### src/rtl/alu_pkg.sv
// Shared definitions for the ALU decoder and the multiply/divide engine:
// ALU control codes, funct field values, alu_op / md-op / FSM state enums.
package alu_pkg;

    localparam int unsigned ALU_CODE_W = 4;
    localparam int unsigned FUNCT_W    = 6;

    // ALU control codes
    localparam logic [ALU_CODE_W-1:0] ALU_AND  = 4'b0000;
    localparam logic [ALU_CODE_W-1:0] ALU_OR   = 4'b0001;
    localparam logic [ALU_CODE_W-1:0] ALU_ADD  = 4'b0010;
    localparam logic [ALU_CODE_W-1:0] ALU_XOR  = 4'b0011;
    localparam logic [ALU_CODE_W-1:0] ALU_NOR  = 4'b0100;
    localparam logic [ALU_CODE_W-1:0] ALU_SUB  = 4'b0110;
    localparam logic [ALU_CODE_W-1:0] ALU_SLT  = 4'b0111;
    localparam logic [ALU_CODE_W-1:0] ALU_SLTU = 4'b1000;

    // R-type funct values
    localparam logic [FUNCT_W-1:0] F_ADD   = 6'b100000;
    localparam logic [FUNCT_W-1:0] F_ADDU  = 6'b100001;
    localparam logic [FUNCT_W-1:0] F_SUB   = 6'b100010;
    localparam logic [FUNCT_W-1:0] F_SUBU  = 6'b100011;
    localparam logic [FUNCT_W-1:0] F_AND   = 6'b100100;
    localparam logic [FUNCT_W-1:0] F_OR    = 6'b100101;
    localparam logic [FUNCT_W-1:0] F_XOR   = 6'b100110;
    localparam logic [FUNCT_W-1:0] F_NOR   = 6'b100111;
    localparam logic [FUNCT_W-1:0] F_SLT   = 6'b101010;
    localparam logic [FUNCT_W-1:0] F_SLTU  = 6'b101011;
    localparam logic [FUNCT_W-1:0] F_MFHI  = 6'b010000;
    localparam logic [FUNCT_W-1:0] F_MFLO  = 6'b010010;
    localparam logic [FUNCT_W-1:0] F_MULT  = 6'b011000;
    localparam logic [FUNCT_W-1:0] F_MULTU = 6'b011001;
    localparam logic [FUNCT_W-1:0] F_DIV   = 6'b011010;
    localparam logic [FUNCT_W-1:0] F_DIVU  = 6'b011011;

    typedef enum logic [1:0] {
        ALUOP_ADD   = 2'b00,
        ALUOP_SUB   = 2'b01,
        ALUOP_RTYPE = 2'b10,
        ALUOP_AND   = 2'b11
    } alu_op_e;

    // Encoding matches funct[1:0] of the mult/multu/div/divu group
    typedef enum logic [1:0] {
        MD_MULT  = 2'b00,
        MD_MULTU = 2'b01,
        MD_DIV   = 2'b10,
        MD_DIVU  = 2'b11
    } md_op_e;

    typedef enum logic [1:0] {
        ST_IDLE = 2'b00,
        ST_RUN  = 2'b01,
        ST_FIX  = 2'b10
    } md_state_e;

    // mult, multu, div, divu share funct prefix 0110xx
    function automatic logic is_md_funct(input logic [FUNCT_W-1:0] f);
        return f[5:2] == 4'b0110;
    endfunction

endpackage

### src/rtl/alu_ctrl_md_mult_div_core.sv
// Iterative multiply/divide datapath: one shift-add or restoring
// shift-subtract step per cycle for WIDTH cycles, then one sign-fix cycle.
// Ports: clk, rst_n, start_core (accept strobe, honoured only when idle),
// op (md_op_e encoding), a/b operands, busy (registered, RUN or FIX),
// done_core (high during the FIX cycle), res_hi_c/res_lo_c (final HI/LO,
// valid while done_core is high).
module mult_div_core
    import alu_pkg::*;
#(
    parameter int unsigned WIDTH = 32
) (
    input  logic             clk,
    input  logic             rst_n,
    input  logic             start_core,
    input  logic [1:0]       op,
    input  logic [WIDTH-1:0] a,
    input  logic [WIDTH-1:0] b,
    output logic             busy,
    output logic             done_core,
    output logic [WIDTH-1:0] res_hi_c,
    output logic [WIDTH-1:0] res_lo_c
);

    localparam int unsigned CNT_W = $clog2(WIDTH + 1);

    md_state_e        state;
    logic [CNT_W-1:0] cnt;
    logic [WIDTH-1:0] p_hi;     // product high half / partial remainder
    logic [WIDTH-1:0] p_lo;     // multiplier / dividend shifting into quotient
    logic [WIDTH-1:0] dvs;      // multiplicand or divisor magnitude
    logic             is_div;
    logic             div0;
    logic             neg_q;    // product or quotient needs negation
    logic             neg_r;    // remainder needs negation

    md_op_e           op_e;
    logic             signed_op;
    logic             neg_a_c;
    logic             neg_b_c;
    logic [WIDTH-1:0] mag_a_c;
    logic [WIDTH-1:0] mag_b_c;
    logic [WIDTH:0]   mul_sum_c;
    logic [WIDTH:0]   div_trial_c;
    logic [2*WIDTH-1:0] prod_c;

    // Operand magnitudes, single iteration step and final sign fix
    always_comb begin
        op_e        = md_op_e'(op);
        signed_op   = (op_e == MD_MULT) || (op_e == MD_DIV);
        neg_a_c     = signed_op & a[WIDTH-1];
        neg_b_c     = signed_op & b[WIDTH-1];
        mag_a_c     = neg_a_c ? (-a) : a;
        mag_b_c     = neg_b_c ? (-b) : b;
        mul_sum_c   = {1'b0, p_hi} + (p_lo[0] ? {1'b0, dvs} : '0);
        div_trial_c = {p_hi, p_lo[WIDTH-1]} - {1'b0, dvs};
        prod_c      = neg_q ? (-{p_hi, p_lo}) : {p_hi, p_lo};
        res_hi_c    = prod_c[2*WIDTH-1:WIDTH];
        res_lo_c    = prod_c[WIDTH-1:0];
        if (is_div) begin
            // Divide-by-zero leaves |a| in the remainder; re-signing it restores a
            res_hi_c = neg_r ? (-p_hi) : p_hi;
            res_lo_c = div0 ? '1 : (neg_q ? (-p_lo) : p_lo);
        end
        done_core = (state == ST_FIX);
    end

    // Engine FSM and datapath registers
    always_ff @(posedge clk or negedge rst_n) begin
        if (!rst_n) begin
            state  <= ST_IDLE;
            busy   <= 1'b0;
            cnt    <= '0;
            p_hi   <= '0;
            p_lo   <= '0;
            dvs    <= '0;
            is_div <= 1'b0;
            div0   <= 1'b0;
            neg_q  <= 1'b0;
            neg_r  <= 1'b0;
        end else begin
            case (state)
                ST_IDLE: begin
                    if (start_core) begin
                        state  <= ST_RUN;
                        busy   <= 1'b1;
                        cnt    <= '0;
                        p_hi   <= '0;
                        p_lo   <= mag_a_c;
                        dvs    <= mag_b_c;
                        is_div <= op[1];
                        div0   <= op[1] && (b == '0);
                        neg_q  <= neg_a_c ^ neg_b_c;
                        neg_r  <= neg_a_c;
                    end
                end
                ST_RUN: begin
                    if (is_div) begin
                        if (!div_trial_c[WIDTH]) begin
                            p_hi <= div_trial_c[WIDTH-1:0];
                            p_lo <= {p_lo[WIDTH-2:0], 1'b1};
                        end else begin
                            p_hi <= {p_hi[WIDTH-2:0], p_lo[WIDTH-1]};
                            p_lo <= {p_lo[WIDTH-2:0], 1'b0};
                        end
                    end else begin
                        p_hi <= mul_sum_c[WIDTH:1];
                        p_lo <= {mul_sum_c[0], p_lo[WIDTH-1:1]};
                    end
                    cnt <= cnt + CNT_W'(1);
                    if (cnt == CNT_W'(WIDTH - 1)) begin
                        state <= ST_FIX;
                    end
                end
                ST_FIX: begin
                    state <= ST_IDLE;
                    busy  <= 1'b0;
                end
                default: begin
                    state <= ST_IDLE;
                    busy  <= 1'b0;
                end
            endcase
        end
    end

endmodule

### src/rtl/alu_ctrl_md.sv
// ALU control decoder with an attached iterative multiply/divide engine.
// Ports: clk, rst_n; alu_op/funct decode into alu_control, illegal_funct and
// hilo_sel (combinational); start with a mult/multu/div/divu funct launches
// the engine when idle; md_busy (stall source), md_done (one-cycle pulse
// when HI/LO update), hi/lo register contents.
module alu_ctrl_md
    import alu_pkg::*;
#(
    parameter int unsigned WIDTH  = 32,
    parameter int unsigned CTRL_W = 4
) (
    input  logic              clk,
    input  logic              rst_n,
    input  logic [1:0]        alu_op,
    input  logic [5:0]        funct,
    input  logic              start,
    input  logic [WIDTH-1:0]  a,
    input  logic [WIDTH-1:0]  b,
    output logic [CTRL_W-1:0] alu_control,
    output logic              illegal_funct,
    output logic [1:0]        hilo_sel,
    output logic              md_busy,
    output logic              md_done,
    output logic [WIDTH-1:0]  hi,
    output logic [WIDTH-1:0]  lo
);

    logic             accept_c;
    logic             done_core;
    logic [WIDTH-1:0] res_hi_c;
    logic [WIDTH-1:0] res_lo_c;

    // alu_op / funct decode
    always_comb begin
        alu_control   = CTRL_W'(ALU_AND);
        illegal_funct = 1'b0;
        hilo_sel      = 2'b00;
        case (alu_op_e'(alu_op))
            ALUOP_ADD: alu_control = CTRL_W'(ALU_ADD);
            ALUOP_SUB: alu_control = CTRL_W'(ALU_SUB);
            ALUOP_AND: alu_control = CTRL_W'(ALU_AND);
            ALUOP_RTYPE: begin
                case (funct)
                    F_ADD, F_ADDU: alu_control = CTRL_W'(ALU_ADD);
                    F_SUB, F_SUBU: alu_control = CTRL_W'(ALU_SUB);
                    F_AND:         alu_control = CTRL_W'(ALU_AND);
                    F_OR:          alu_control = CTRL_W'(ALU_OR);
                    F_XOR:         alu_control = CTRL_W'(ALU_XOR);
                    F_NOR:         alu_control = CTRL_W'(ALU_NOR);
                    F_SLT:         alu_control = CTRL_W'(ALU_SLT);
                    F_SLTU:        alu_control = CTRL_W'(ALU_SLTU);
                    F_MFHI:        hilo_sel    = 2'b01;
                    F_MFLO:        hilo_sel    = 2'b10;
                    F_MULT, F_MULTU, F_DIV, F_DIVU: alu_control = CTRL_W'(ALU_AND);
                    default:       illegal_funct = 1'b1;
                endcase
            end
            default: alu_control = CTRL_W'(ALU_AND);
        endcase
    end

    // Launch only on an R-type mult/div while the engine is idle
    assign accept_c = start && (alu_op_e'(alu_op) == ALUOP_RTYPE)
                      && is_md_funct(funct) && !md_busy;

    mult_div_core #(
        .WIDTH (WIDTH)
    ) u_core (
        .clk        (clk),
        .rst_n      (rst_n),
        .start_core (accept_c),
        .op         (funct[1:0]),
        .a          (a),
        .b          (b),
        .busy       (md_busy),
        .done_core  (done_core),
        .res_hi_c   (res_hi_c),
        .res_lo_c   (res_lo_c)
    );

    // HI/LO written on the edge leaving FIX; md_done marks the following cycle
    always_ff @(posedge clk or negedge rst_n) begin
        if (!rst_n) begin
            hi      <= '0;
            lo      <= '0;
            md_done <= 1'b0;
        end else begin
            md_done <= done_core;
            if (done_core) begin
                hi <= res_hi_c;
                lo <= res_lo_c;
            end
        end
    end

endmodule

### config.mk
export PLATFORM = sky130hd
export DESIGN_NAME = alu_ctrl_md
export DESIGN_NICKNAME = d
export VERILOG_FILES = /design/src/rtl/alu_pkg.sv /design/src/rtl/alu_ctrl_md_mult_div_core.sv /design/src/rtl/alu_ctrl_md.sv
export SDC_FILE = /design/constraint.sdc
export NUM_CORES = 1
export LEC_CHECK = 0
export ABC_CLOCK_PERIOD_IN_PS = 3800
export BUFFER_PORTS_ARGS = -buffer_cell sky130_fd_sc_hd__buf_2
export CORE_UTILIZATION = 50
export DETAILED_ROUTE_END_ITERATION = 7
export MAX_ROUTING_LAYER = met4
export PLACE_DENSITY = 0.7
export SLEW_MARGIN = 40
export SYNTH_ARGS = -nofsm -noshare
export SYNTH_HDL_FRONTEND = slang
export SYNTH_SLANG_ARGS = --single-unit
### constraint.sdc
create_clock -name clk -period 3.8 [get_ports clk]
set_input_delay 0.19 -clock clk [delete_from_list [all_inputs] [get_ports clk]]
set_output_delay 0.19 -clock clk [all_outputs]
set_load 0.005 [all_outputs]
==> key figures <==
Pwr
  – Worst supply voltage drop on vdd: 512 uV
  – Total power: 11.8 mW
  – Lkg Pwr: 7.21 nW
  – Power density over cell area: 735 nW/um^2

Timing
  – Share of the clock period used by the worst path: 93.3%
  – Clock skew after layout: 0.0170 ns
  – Period minus WS final: 3.55 ns
  – Hold Fails Final Rpt: 0
  – Final setup violation count: 0
  – Relative slew slack: 45.5%
  – Hold Slack: 0.0547 ns
  – Least-Margin Pin Slew: 0.815 ns
  – Final count of pins violating max slew: 0
  – Fmax achieved: 0.282 GHz

Synthesis
  – Post-synth net total: 1892
  – Post-Syn Area per Cell: 7.98 um^2
  – Number of warning messages in the yosys log: 0
  – Most instantiated flip-flop cell in the synthesis netlist: sky130_fd_sc_hd__dfrtp_1
  – Proportion of synthesized flip-flops having asynchronous set or reset: 100%
  – Unique cell type count in the Yosys netlist: 72
  – Number of enable flip-flop cells after synthesis: 0
  – Synthesized instance count: 1746
  – Share of the yosys chip area belonging to registers: 31.2%
  – Yosys reg bits: 174
  – Cell area after synthesis: 13900 um^2

Layout
  – Non-Filler Cell Area, Final: 16000 um^2
  – Finished Core Util: 58.9%
  – Antenna diodes: 0
  – Area overhead of the layout relative to synthesis: 14.8%
  – Number of cells in the finished layout apart from fillers: 2277
  – Final net count: 2038
  – Layout cells sized above 1: 14.5%

Worst setup path
  – Maximum fanout along the worst path: 11
  – Slack of the worst reg-to-reg path: 0.25 ns
  – Number of cell instances on the worst register-to-register path: 13
  – WP buf/inv: 4
  – Worst path arrival time: 3.83 ns
  – Max stage delay cell, worst path: sky130_fd_sc_hd__fa_1
  – Most common cell on crit path: sky130_fd_sc_hd__buf_4
  – Capturing element type of the critical path: flop
  – Largest stage delay, worst path: 0.43 ns
  – Data required, critical path: 4.08 ns
  – Path type of the worst setup path: flop to flop
  – Ordered list of cells on the worst path: buf_4 -> inv_1 -> fa_1 -> nand2b_1 -> a21oi_1 -> o41ai_1 -> o2111ai_1 -> a21oi_1 -> xnor2_2 -> buf_4 -> buf_4 -> mux2i_1 -> o221ai_1
  – Path length in cells of the critical path: 13
  – Startpoint class of the critical path: flop
  – Top cell family by delay on the critical path: compound AO/OA/AOI/OAI gates

Drt
  – Wire length per cell: 18.8 um
  – Number of remaining DRC errors: 0
  – Iteration-0 DRC Markers: 1272
  – Total detailed-routing wirelength: 42900 um
  – Post-DR vias/cell: 6.01
  – Total number of vias: 13.7k
  – First drt pass iteration count: 5
  – Post-route antenna net violation count: 0

Place
  – HPWL Detailed: 32900 um
  – DP Area: 15400 um^2
  – Number of cells in the design after placement: 2244
  – Routability congestion estimate: 0.978
  – IO buf count: 147

Clock tree
  – Clock network latency to the later pin of the worst-skew pair: 0.45 ns
  – TritonCTS clock tree: yes
  – Number of clock buffers inserted by TritonCTS: 17
  – Setup bufs post-CTS: 0
  – Clock transition at path regs: 0.07 ns
  – TritonCTS sink count: 174
  – H-tree depth reported by CTS: 4
  – Clock root buffer: sky130_fd_sc_hd__clkbuf_16
  – Buffers from clock root to sink, at most: 2

Die
  – Site row count: 60
  – Chip Height: 169 um
  – Horizontal die dimension: 169 um
  – Starting density of the core: 51.3%
  – Area of the die: 28600 um^2
  – Top-level I/O count: 148
  – Area of the placeable core: 27200 um^2

Global route
  – GR Overflow Total: 0
  – Wire length of the first global-routing pass: 68000 um
  – Via count of the first global-routing pass: 12.7k
  – Gr usage total: 31.2%
  – Number of antenna violations at the first check in global routing: 0
  – Pin count of the biggest net entering global routing: 78

Run status
  – Run status: finished clean

Min path
  – Type of the most critical hold path: primary input to flop
  – Hold Crit Depth: 3

Run
  – Max Cap Violations: 0
==> power breakdown <==
group | internal (mW) | switching, mW | total [mW]
Sequential | 2.37 | 0.710 | 3.08
Clock | 0.887 | 0.860 | 1.75
Combinational | 2.96 | 3.97 | 6.93
Total | 6.22 | 5.54 | 11.8
==> routing by layer <==
layer  routed length [um]  global-route usage (%)  part of all wire [%]
met4                  850                    8.30                   2.0
met5                    0                       -                     0
met3                 3280                    4.86                   7.6
met2                18200                    44.7                    42
met1                20600                    45.5                    48
==> metrics by stage <==
step / setup TNS [ns] / setup WS, ns
2_1_floorplan: 0 / 0.583
4_1_cts: 0 / 0.179
5_1_grt: -0.0697 / -0.0432
6_report: 0 / 0.253
3_5_place_dp: 0 / 0.229
3_3_place_gp: 0 / 0.168
==> synth_stat cells, types with 5 or more instances <==
| cell type | number | share of area [%] |
|---|---|---|
| sky130_fd_sc_hd__nor2_1 | 184 | 5.0 |
| sky130_fd_sc_hd__nor4_1 | 20 | 0.90 |
| sky130_fd_sc_hd__nand2_1 | 175 | 4.7 |
| sky130_fd_sc_hd__and3_1 | 9 | 0.40 |
| sky130_fd_sc_hd__clkbuf_1 | 86 | 2.3 |
| sky130_fd_sc_hd__nor3_1 | 38 | 1.4 |
| sky130_fd_sc_hd__a21oi_1 | 154 | 5.5 |
| sky130_fd_sc_hd__or4_1 | 15 | 0.81 |
| sky130_fd_sc_hd__a21o_1 | 34 | 1.8 |
| sky130_fd_sc_hd__or2_2 | 5 | 0.22 |
| sky130_fd_sc_hd__mux2i_1 | 50 | 3.6 |
| sky130_fd_sc_hd__xnor2_1 | 97 | 6.1 |
| sky130_fd_sc_hd__or3_1 | 14 | 0.63 |
| sky130_fd_sc_hd__o221ai_1 | 8 | 0.50 |
| sky130_fd_sc_hd__a211oi_1 | 32 | 1.7 |
| sky130_fd_sc_hd__nand2b_1 | 29 | 1.3 |
| sky130_fd_sc_hd__xor2_1 | 74 | 4.6 |
| sky130_fd_sc_hd__dfrtp_1 | 174 | 31 |
| sky130_fd_sc_hd__nor2b_1 | 22 | 0.99 |
| sky130_fd_sc_hd__o21ai_0 | 167 | 6.0 |
| sky130_fd_sc_hd__o211ai_1 | 9 | 0.48 |
| sky130_fd_sc_hd__o41ai_1 | 15 | 0.94 |
| sky130_fd_sc_hd__and2_1 | 12 | 0.54 |
| sky130_fd_sc_hd__nand3_1 | 25 | 0.90 |
| sky130_fd_sc_hd__inv_1 | 59 | 1.6 |
| sky130_fd_sc_hd__nor3b_1 | 6 | 0.32 |
| sky130_fd_sc_hd__a31oi_1 | 18 | 0.81 |
| sky130_fd_sc_hd__nand4_1 | 11 | 0.49 |
| sky130_fd_sc_hd__a22oi_1 | 15 | 0.81 |
| sky130_fd_sc_hd__o22ai_1 | 8 | 0.36 |
| sky130_fd_sc_hd__o21a_1 | 5 | 0.27 |
| sky130_fd_sc_hd__ha_1 | 69 | 6.2 |
| sky130_fd_sc_hd__a21boi_0 | 5 | 0.27 |
| sky130_fd_sc_hd__o31ai_1 | 20 | 1.1 |
==> state kept, by name, indices dropped and copies added (netlist names), 2 cells and up <==
signal / flops
u_core.p_hi: 32
u_core.dvs: 32
u_core.state: 2
hi: 32
u_core.p_lo: 32
lo: 32
u_core.cnt: 6
==> cell families (layout without fill, tap and decap cells) <==
| group | count (synthesis) | count (layout) | share of synthesized area, % |
|---|---|---|---|
| multiplexers | 51 | 51 | 3.67 |
| buffers and inverters | 153 | 312 | 4.14 |
| XOR/XNOR | 171 | 171 | 10.7 |
| AO/OA/AOI/OAI | 540 | 540 | 23.8 |
| AND/OR/NAND/NOR | 585 | 585 | 19.8 |
| flip-flops | 174 | 174 | 31.2 |
| adder cells (fa/ha/maj) | 72 | 72 | 6.55 |
==> area by class of cell <==
cell class | instances | area [um^2]
inverters | 61 | 234
repair buffers | 219 | 1320
fillers | 2594 | 11200
multi-input cells | 1419 | 9060
clock buffers | 20 | 447
clock inverters | 12 | 124
well taps | 372 | 465
flip-flops and latches | 174 | 4360
==> tightest hold or removal path, cell delays in order <==
cell and delay [ns]:
sky130_fd_sc_hd__buf_2 0.09, sky130_fd_sc_hd__xnor2_1 0.11, sky130_fd_sc_hd__o21ai_0 0.06
==> placed cells by master (no fill, tap or decap), types with 38 or more instances in the layout <==
cell type                 instances
sky130_fd_sc_hd__nor3_1          38
sky130_fd_sc_hd__ha_1            69
sky130_fd_sc_hd__xnor2_1         96
sky130_fd_sc_hd__nor2_1         183
sky130_fd_sc_hd__buf_4           69
sky130_fd_sc_hd__mux2i_1         50
sky130_fd_sc_hd__nand2_1        174
sky130_fd_sc_hd__a21oi_1        153
sky130_fd_sc_hd__buf_2          146
sky130_fd_sc_hd__o21ai_0        166
sky130_fd_sc_hd__dfrtp_1        173
sky130_fd_sc_hd__inv_1           59
sky130_fd_sc_hd__xor2_1          74
==> repair_timing <==
action / CTS / global route
hold endpoints to repair: 74 / 0
endpoints found under the setup margin: 0 / 11
hold buffers: 1 / 0
gates resized for setup: 0 / 4
==> final timing paths <==
kind,startpoint,to
max in group asynchronous,rst_n,hi[10]
min,b[27],u_core.dvs[27]
max,u_core.p_hi[0],u_core.p_hi[16]
min reg2reg,hi[13],hi[13]
min in group asynchronous,rst_n,u_core.dvs[23]
max reg2reg,u_core.p_hi[0],u_core.p_hi[16]
Note: power is estimated with default switching activity, not from simulation.
